<file path="config.mk">
export PLATFORM = sky130hd
export DESIGN_NAME = id_ex_stage
export DESIGN_NICKNAME = d
export VERILOG_FILES = /design/src/rtl/id_ex_stage.sv
export SDC_FILE = /design/constraint.sdc
export NUM_CORES = 1
export LEC_CHECK = 0
export BUFFER_PORTS_ARGS = -buffer_cell sky130_fd_sc_hd__buf_4
export CAP_MARGIN = 10
export CORE_MARGIN = 2
export CORE_UTILIZATION = 45
export DETAILED_ROUTE_END_ITERATION = 6
export MAX_ROUTING_LAYER = met4
export PLACE_DENSITY = 0.77
export SETUP_SLACK_MARGIN = 0.3
export SLEW_MARGIN = 30
export SYNTH_ARGS = -nofsm -noshare
export SYNTH_HDL_FRONTEND = slang
export SYNTH_SLANG_ARGS = --single-unit
</file>
<file path="constraint.sdc">
create_clock -name clk_i -period 3.2 [get_ports clk_i]
set_input_delay 0.64 -clock clk_i [delete_from_list [all_inputs] [get_ports clk_i]]
set_output_delay 0.64 -clock clk_i [all_outputs]
set_load 0.05 [all_outputs]
</file>
<file path="src/rtl/id_ex_stage.sv">
// id_ex_stage
//   ID/EX pipeline register merged with the decode-stage hazard unit.
//   Every edge it captures the decoded operands/control from ID. When the
//   instruction in ID depends on a load in EX, or a beq in ID depends on a
//   result that is not yet available, it holds PC and IF/ID and loads a bubble
//   into EX. It also resolves beq in ID and requests the IF flush.
//
// Ports
//   clk_i, rst_n_i            clock (rising edge), async active-low reset
//   id_*                      register fields, operands and control from ID
//   id_branch_i, id_eq_i      beq in ID and equal-compare result
//   pc_write_o, if_id_write_o PC / IF-ID load enables (low while stalled)
//   if_flush_o                clear IF/ID on the next edge (taken branch)
//   branch_taken_o            select branch target into PC
//   ex_*                      registered control, operands and register fields
//   stall_cnt_o               saturating count of stalled cycles
module id_ex_stage #(
  parameter int DATA_W = 32,
  parameter int CNT_W  = 16
) (
  input  logic              clk_i,
  input  logic              rst_n_i,
  input  logic [4:0]        id_rs_addr_i,
  input  logic [4:0]        id_rt_addr_i,
  input  logic [4:0]        id_rd_addr_i,
  input  logic [DATA_W-1:0] id_rs_data_i,
  input  logic [DATA_W-1:0] id_rt_data_i,
  input  logic [DATA_W-1:0] id_imm_i,
  input  logic              id_reg_write_i,
  input  logic              id_mem_to_reg_i,
  input  logic              id_mem_read_i,
  input  logic              id_mem_write_i,
  input  logic              id_alu_src_i,
  input  logic              id_reg_dst_i,
  input  logic [1:0]        id_alu_op_i,
  input  logic              id_branch_i,
  input  logic              id_eq_i,
  output logic              pc_write_o,
  output logic              if_id_write_o,
  output logic              if_flush_o,
  output logic              branch_taken_o,
  output logic              ex_reg_write_o,
  output logic              ex_mem_to_reg_o,
  output logic              ex_mem_read_o,
  output logic              ex_mem_write_o,
  output logic              ex_alu_src_o,
  output logic              ex_reg_dst_o,
  output logic [1:0]        ex_alu_op_o,
  output logic [DATA_W-1:0] ex_rs_data_o,
  output logic [DATA_W-1:0] ex_rt_data_o,
  output logic [DATA_W-1:0] ex_imm_o,
  output logic [4:0]        ex_rs_addr_o,
  output logic [4:0]        ex_rt_addr_o,
  output logic [4:0]        ex_rd_addr_o,
  output logic [CNT_W-1:0]  stall_cnt_o
);

  logic [4:0] ex_dest;
  logic [4:0] mem_dest_q;
  logic       mem_load_q;
  logic       haz_load_use;
  logic       haz_br_ex;
  logic       haz_br_mem;
  logic       stall;

  // Register 0 is hardwired, so a write to it never creates a dependency.
  function automatic logic src_match(input logic [4:0] d,
                                     input logic [4:0] rs,
                                     input logic [4:0] rt);
    return (d != 5'd0) && ((d == rs) || (d == rt));
  endfunction

  assign ex_dest = ex_reg_dst_o ? ex_rd_addr_o : ex_rt_addr_o;

  // beq compares in ID, so it needs both an ALU result from EX and load data
  // from MEM to have reached the register file; a plain ALU consumer only
  // waits on a load in EX (forwarding covers the rest).
  assign haz_load_use = ex_mem_read_o && src_match(ex_dest, id_rs_addr_i, id_rt_addr_i);
  assign haz_br_ex    = id_branch_i && ex_reg_write_o &&
                        src_match(ex_dest, id_rs_addr_i, id_rt_addr_i);
  assign haz_br_mem   = id_branch_i && mem_load_q &&
                        src_match(mem_dest_q, id_rs_addr_i, id_rt_addr_i);
  assign stall        = haz_load_use || haz_br_ex || haz_br_mem;

  always_comb begin
    pc_write_o     = 1'b1;
    if_id_write_o  = 1'b1;
    branch_taken_o = 1'b0;
    if_flush_o     = 1'b0;
    if (stall) begin
      pc_write_o    = 1'b0;
      if_id_write_o = 1'b0;
    end else begin
      branch_taken_o = id_branch_i && id_eq_i;
      if_flush_o     = id_branch_i && id_eq_i;
    end
  end

  // EX never stalls: every edge loads either the ID instruction or a bubble.
  always_ff @(posedge clk_i or negedge rst_n_i) begin
    if (!rst_n_i) begin
      ex_reg_write_o  <= 1'b0;
      ex_mem_to_reg_o <= 1'b0;
      ex_mem_read_o   <= 1'b0;
      ex_mem_write_o  <= 1'b0;
      ex_alu_src_o    <= 1'b0;
      ex_reg_dst_o    <= 1'b0;
      ex_alu_op_o     <= 2'b00;
      ex_rs_data_o    <= '0;
      ex_rt_data_o    <= '0;
      ex_imm_o        <= '0;
      ex_rs_addr_o    <= 5'd0;
      ex_rt_addr_o    <= 5'd0;
      ex_rd_addr_o    <= 5'd0;
    end else if (stall) begin
      ex_reg_write_o  <= 1'b0;
      ex_mem_to_reg_o <= 1'b0;
      ex_mem_read_o   <= 1'b0;
      ex_mem_write_o  <= 1'b0;
      ex_alu_src_o    <= 1'b0;
      ex_reg_dst_o    <= 1'b0;
      ex_alu_op_o     <= 2'b00;
      ex_rs_data_o    <= '0;
      ex_rt_data_o    <= '0;
      ex_imm_o        <= '0;
      ex_rs_addr_o    <= 5'd0;
      ex_rt_addr_o    <= 5'd0;
      ex_rd_addr_o    <= 5'd0;
    end else begin
      ex_reg_write_o  <= id_reg_write_i;
      ex_mem_to_reg_o <= id_mem_to_reg_i;
      ex_mem_read_o   <= id_mem_read_i;
      ex_mem_write_o  <= id_mem_write_i;
      ex_alu_src_o    <= id_alu_src_i;
      ex_reg_dst_o    <= id_reg_dst_i;
      ex_alu_op_o     <= id_alu_op_i;
      ex_rs_data_o    <= id_rs_data_i;
      ex_rt_data_o    <= id_rt_data_i;
      ex_imm_o        <= id_imm_i;
      ex_rs_addr_o    <= id_rs_addr_i;
      ex_rt_addr_o    <= id_rt_addr_i;
      ex_rd_addr_o    <= id_rd_addr_i;
    end
  end

  // Shadow of the MEM stage: only what the branch-after-load check needs.
  always_ff @(posedge clk_i or negedge rst_n_i) begin
    if (!rst_n_i) begin
      mem_dest_q <= 5'd0;
      mem_load_q <= 1'b0;
    end else begin
      mem_dest_q <= ex_dest;
      mem_load_q <= ex_mem_read_o && ex_reg_write_o;
    end
  end

  always_ff @(posedge clk_i or negedge rst_n_i) begin
    if (!rst_n_i) begin
      stall_cnt_o <= '0;
    end else if (stall && (stall_cnt_o != {CNT_W{1'b1}})) begin
      stall_cnt_o <= stall_cnt_o + CNT_W'(1);
    end
  end

endmodule

</file>
==> flow_metrics.tcl, run 1 <==
set metrics [dict create \
    p_sw_share_pct 31.0 \
    clk_path_buf_depth 2 \
    final-instance-count-excl-fill 819 \
    critPathLaunchType "register" \
    finalClockSkew_ns 0.00681 \
    diodes 0 \
    gr-total-overflow 0 \
    min-delay-path-class "in -> async" \
    place.detailed.instances 772 \
    power-per-cell-area_nw_per_um2 676 \
    max-vdd-ir-drop_uv 528 \
    dpl.hpwl_mm 10.2 \
    worst_skew_pair.late_latency_ns 0.41 \
    multiInputGateArea_um2 1590 \
    status "finished, final reports clean" \
    numCtsBuffers 17 \
    final_layout_size_suffix_gt1_share_pct 49.9 \
    static_power_due_to_leakage_nw 4.00 \
    fp-row-count 39 \
    worst-setup-path-type "reg -> out" \
    critical_path_required_ns 2.56 \
    worst_pin_slew_ns 0.602 \
    clock_tree_from_tritoncts "built" \
    power.clock.fraction_pct 37.6 \
    wl_per_cell_um 17.8 \
    area.growth.synth_to_final_pct 58.8 \
    maximum_fanout_along_the_worst_path 7 \
    maxSlewViolCount 0 \
    share_comb_of_total_power_pct 25.4 \
    grt_first_pass_wirelength_mm 22.6 \
    drv.max_cap_violation_count 0 \
    final_design_area_no_fill_um2 8170 \
    num-nets-final 788 \
    finalHoldViolCount 0 \
    die_area_um2 12300 \
    power.total_mw 5.53 \
    route.final.wire_length_mm 14.6 \
    fillCellCount 753 \
    chip_height_um 111 \
    dpl-instance-area_um2 7300 \
    yosys_warnings 0 \
    fp.coreArea_um2 11300 \
    period_share_pct 96.9 \
    fmaxAchievable_mhz 323 \
    slew-limit-headroom_pct 59.8 \
    grt.total_usage_pct 25.2 \
    syn_avg_cell_area_um2 13.5 \
    vias 3927 \
    setup_viol_count_final 0 \
    synthCells 381 \
    route.antenna.remaining_nets 0 \
    synth_fp_nets 505 \
    internal_power_mw 3.81 \
    pin_count_of_the_biggest_net_entering_global_routing 79 \
    final_common_cell "buf_4" \
    sequential_cell_area_um2 3530 \
    worstSetupEndpointType "output port" \
    gp_congestion 0.878 \
    via_count_of_the_first_global_routing_pass 4338 \
    flops_latches_synth 141 \
    worst_ep_arrival_time_ns 2.46 \
    drt-initial-drc-count 144 \
    share_seq_of_total_power_pct 37.0 \
    drcViolationCount 0 \
    clk_transition_reported_paths_ns 0.06 \
    die_width_um 111 \
    r2r_cells 10 \
    cts_htree_levels 4 \
    drt-pass1-iter-count 4 \
    clock-root-buffer "clkbuf_16" \
    syn-cell-area_um2 5150 \
    numPortBuffers 261 \
    synth_seq_area_share_pct 68.5 \
    mostFrequentLayoutCells "buf_4, dfrtp_1, and2_1" \
    detail_route.vias_per_cell 4.79 \
    layout_min_cycle_time_ns 3.10 \
    synth.lib_cells_used.distinct 33 \
    cts_sinks 141 \
    antenna_found_initial 0 \
    grt_setup_unrepaired "true" \
    boundaryPins 262 \
    initial_core_utilization_pct 45.7 \
    p_switching_mw 1.71 \
]
## cell type report
cell class              instances  area share [%]
inverters                       6           0.276
well taps                     143            2.19
flip-flops and latches        141            43.2
repair buffers                283            27.1
clock inverters                11            2.02
clock buffers                  20            5.71
multi-input cells             215            19.5
## power groups by stage
stage               Sequential (mW)  Clock, mW  Combinational (mW)
floorplan                      2.64          0               0.258
global placement               2.07          0                1.31
detailed placement             2.07          0                1.33
CTS                            2.05       2.10                1.39
global route                   2.06       2.19                1.46
finish                         2.05       2.08                1.40
## flip-flops by register name, indices dropped and copies added, names as in the netlist, 2 cells and up
signal,flops
ex_alu_op_o,2
ex_imm_o,32
mem_dest_q,5
ex_rs_data_o,32
ex_rd_addr_o,5
ex_rt_addr_o,5
ex_rs_addr_o,5
ex_rt_data_o,32
stall_cnt_o,16
## worst max-delay path: stages (launching register included)
cell      delay, ns
dfrtp_2        0.43
buf_6          0.13
mux2i_4        0.18
buf_4          0.15
xnor2_2        0.14
nor3_2         0.19
nand3_2        0.11
a211oi_4       0.28
nor2_4         0.10
and3_4         0.18
buf_6          0.15
## stage by stage
stage               setup WS [ns]  hold slack [ns]  utilization (%)   TNS, ns
floorplan                   0.224            0.344                -         0
global placement            0.485            0.486             64.8         0
detailed placement          0.408            0.482             64.8         0
CTS                         0.141            0.226             72.1         0
global route             -0.00116            0.257             72.5  -0.00204
finish                     0.0994            0.209             72.5         0
## synth_stat cells (all sizes together)
library cell / count / share of area, %
inv: 6 / 0.44
and4: 1 / 0.17
o2111ai: 4 / 0.68
dfrtp: 141 / 69
nand4: 1 / 0.12
ha: 1 / 0.24
or2: 1 / 0.12
nor2: 1 / 0.12
o2111a: 1 / 0.22
a211oi: 1 / 0.39
a21oi: 2 / 0.19
nand3: 6 / 0.58
clkbuf: 5 / 0.36
and3: 7 / 0.85
xor2: 10 / 1.7
o21a: 1 / 0.15
xnor2: 20 / 3.4
and2: 121 / 15
nand2: 6 / 0.44
o22a: 1 / 0.17
mux2i: 5 / 1.2
o21ai: 2 / 0.19
nor3: 6 / 0.68
o211ai: 8 / 1.2
buf: 14 / 1.6
nor2b: 2 / 0.24
mux2: 5 / 1.1
nand2b: 1 / 0.12
or4: 1 / 0.15
## metal layers
| metal | vias to the layer above | share of wire, % | track usage (%) |
|---|---|---|---|
| li1 | 1780 | - | - |
| met1 | 1929 | 36 | 26.7 |
| met2 | 184 | 53 | 42.2 |
| met3 | 34 | 8.0 | 9.13 |
| met4 | 0 | 2.6 | 11.4 |
| met5 | - | 0 | - |
## timing repair
action / CTS / global route
gates cloned: 1 / 0
setup buffers: 12 / 3
endpoints found under the hold margin: 0 / 0
setup endpoints to repair: 4 / 4
gates resized for setup: 12 / 4
hold buffers: 0 / 0
pin swaps: 4 / 3
## path summary, 6_finish.rpt
path	endpoint	from	slack, ns
max	branch_taken_o	ex_reg_dst_o	0.1
min	ex_rd_addr_o[0]	rst_n_i	0.21
max reg2reg	ex_rt_data_o[15]	ex_reg_dst_o	0.60
min reg2reg	stall_cnt_o[10]	stall_cnt_o[10]	0.50
max in group asynchronous	ex_rs_data_o[21]	rst_n_i	2.25
min in group clk_i	ex_imm_o[16]	id_imm_i[16]	0.43
## kinds of logic (layout without fill, tap and decap cells)
group	Yosys count	in the layout	synth area share (%)
buffers and inverters	25	320	2.36
AOI/OAI and AO/OA	20	20	3.16
xor gates and xnor gates	30	30	5.10
DFF	141	141	68.5
adders and majority gates	1	1	0.243
and+or+nand+nor	154	154	18.3
muxes	10	10	2.28
Note: power is estimated with default switching activity, not from simulation.
==> run 2: changes to the inputs <==
- clock period: 3.2 -> 3 ns (I/O delays scaled with it)
==> flow_metrics.tcl, run 2 (synthesis results as in run 1) <==
set metrics [dict create \
    status "complete, but fails checks" \
    violations_in_the_final_reports "negative setup slack" \
    maximum_fanout_along_the_worst_path 6 \
    clock-root-buffer "clkbuf_16" \
    min-delay-path-class "in -> async" \
    clock_tree_from_tritoncts "built" \
    gr-total-overflow 0 \
    r2r_cells 10 \
    chip_height_um 111 \
    grt.total_usage_pct 23.9 \
    fp.coreArea_um2 11300 \
    boundaryPins 262 \
    fin_tns_setup_ns -0.130 \
    wl_per_cell_um 17.3 \
    drt-pass1-iter-count 4 \
    setup_viol_count_final 4 \
    grt_first_pass_wirelength_mm 21.5 \
    grt_setup_unrepaired "true" \
    cp_top_family "simple AND/OR/NAND/NOR gates" \
    drv.max_cap_violation_count 0 \
    initial_core_utilization_pct 45.7 \
    num-nets-final 781 \
    finalClockSkew_ns 0.0129 \
    route.final.wire_length_mm 14.1 \
    regToRegEndpoint "stall_cnt_o[1]" \
    hold_ws_ns 0.201 \
    cts_sinks 141 \
    die_area_um2 12300 \
    clk_transition_reported_paths_ns 0.06 \
    mostFrequentLayoutCells "buf_4, dfrtp_1, and2_1" \
    gp_congestion 0.868 \
    crit-reg2reg-launch "ex_reg_dst_o" \
    detail_route.vias_per_cell 4.71 \
    setup_ws_ns -0.0473 \
    clk_path_buf_depth 2 \
    static_power_due_to_leakage_nw 3.89 \
    dp_slack_ns 0.345 \
    fp-row-count 39 \
    pin_count_of_the_biggest_net_entering_global_routing 75 \
    via_count_of_the_first_global_routing_pass 4127 \
    worstSetupEndpointType "output port" \
    worst_ep_arrival_time_ns 2.45 \
    layout_min_cycle_time_ns 3.05 \
    worst_setup_path_endpoint "branch_taken_o" \
    area.growth.synth_to_final_pct 55.1 \
    maxSlewViolCount 0 \
    critical_path_required_ns 2.40 \
    period_share_pct 102 \
    vias 3816 \
    worst_skew_pair.late_latency_ns 0.42 \
    power.clock.fraction_pct 35.6 \
    reg2reg_slack_ns 0.43 \
    route.antenna.remaining_nets 0 \
    timing.critical_path.cells "buf_12, mux2i_4, xnor2_1, nor3_1, nand3_1, a211oi_4, nor2_4, and3_4, buf_6" \
    critical_path_buf_inv_count 2 \
    fmaxAchievable_mhz 328 \
    numCtsBuffers 17 \
    p_sw_share_pct 32.1 \
    slew-limit-headroom_pct 55.2 \
    cts_htree_levels 4 \
    antenna_found_initial 0 \
    drt-initial-drc-count 161 \
    post-route-util_pct 70.8 \
    drcViolationCount 0 \
    max_stage_delay_ns 0.37 \
    dpl.hpwl_mm 9.92 \
    finalHoldViolCount 0 \
    worst-setup-path-type "reg -> out" \
    p_switching_mw 1.81 \
    final_common_cell "buf_4" \
    power-per-cell-area_nw_per_um2 706 \
    share_comb_of_total_power_pct 25.7 \
    total_stage_count_of_the_critical_path 9 \
    final_layout_size_suffix_gt1_share_pct 48.1 \
    internal_power_mw 3.83 \
    worst_pin_slew_ns 0.672 \
    die_width_um 111 \
    reg_top3 "ex_imm_o (32), ex_rs_data_o (32), ex_rt_data_o (32)" \
    critPathLaunchType "register" \
    critical_path.slowest_cell "dfrtp_2" \
    fillCellCount 789 \
    numPortBuffers 261 \
    share_seq_of_total_power_pct 38.7 \
    max-vdd-ir-drop_uv 710 \
    setup.worst_path.start "ex_reg_dst_o" \
    diodes 0 \
]
[run 2: cell types whose count changed in the layout (fill, tap and decap cells not counted), sizes merged]
cell      previous run  this run
clkinvlp             1         3
bufinv               4         2
clkinv               6         5
bufbuf               1         0
buf                282       276
[run 2: worst min-delay path by stage]
| stage | start | to | depth (start not counted) |
|---|---|---|---|
| final | rst_n_i | ex_rt_addr_o[4] | 1 |
| after global routing | rst_n_i | ex_rd_addr_o[0] | 1 |
| after CTS | rst_n_i | ex_rt_data_o[24] | 1 |
| after detailed placement | stall_cnt_o[8] | stall_cnt_o[8] | 1 |
| after global placement | stall_cnt_o[10] | stall_cnt_o[10] | 1 |
| after floorplan | rst_n_i | ex_alu_op_o[0] | 0 |
[run 2: worst register-to-register path, cell delays in order (launching register included)]
cell,delay [ns]
dfrtp_2,0.37
buf_12,0.14
mux2i_4,0.31
xnor2_1,0.11
nor3_1,0.23
nand3_1,0.15
a211oi_4,0.33
buf_4,0.16
buf_4,0.19
o21ai_1,0.17
mux2_2,0.30
[run 2: metrics by stage]
stage | std cells | area, um2 | power [mW]
2_1_floorplan | 381 | 5200 | 3.09
3_3_place_gp | 773 | 7300 | 3.60
3_5_place_dp | 773 | 7300 | 3.62
4_1_cts | 809 | 7960 | 5.68
5_1_grt | 811 | 7980 | 5.85
6_report | 811 | 7980 | 5.63
[run 2: routing by layer]
layer / wire length [um] / GRT usage, % / vias up / part of all wire, %
met2: 7290 / 38.7 / 169 / 52
li1: - / - / 1769 / -
met5: 0 / - / - / 0
met1: 5140 / 25.6 / 1844 / 37
met3: 1190 / 10.6 / 34 / 8.5
met4: 425 / 10.3 / 0 / 3.0
[run 2: power groups by stage]
stage          Clock [mW]  Sequential [mW]  Combinational [mW]
2_1_floorplan           0             2.81               0.278
3_3_place_gp            0             2.21                1.39
3_5_place_dp            0             2.21                1.41
4_1_cts              2.05             2.18                1.45
5_1_grt              2.13             2.20                1.52
6_report             2.01             2.18                1.45
[run 2: timing repair]
action,CTS,global route
hold buffers,0,0
pin swaps,3,3
buffers inserted,6,2
endpoints found under the setup margin,4,4
resized for setup,8,2
[run 2: cell type report]
type / count / area [um2] / share of cell area, %
Sequential cell: 141 / 3530 / 44.2
Timing Repair Buffer: 276 / 2130 / 26.6
Multi-Input combinational cell: 215 / 1560 / 19.5
Clock buffer: 20 / 447 / 5.60
Tap cell: 143 / 179 / 2.24
Clock inverter: 10 / 119 / 1.49
Inverter: 6 / 22.5 / 0.282
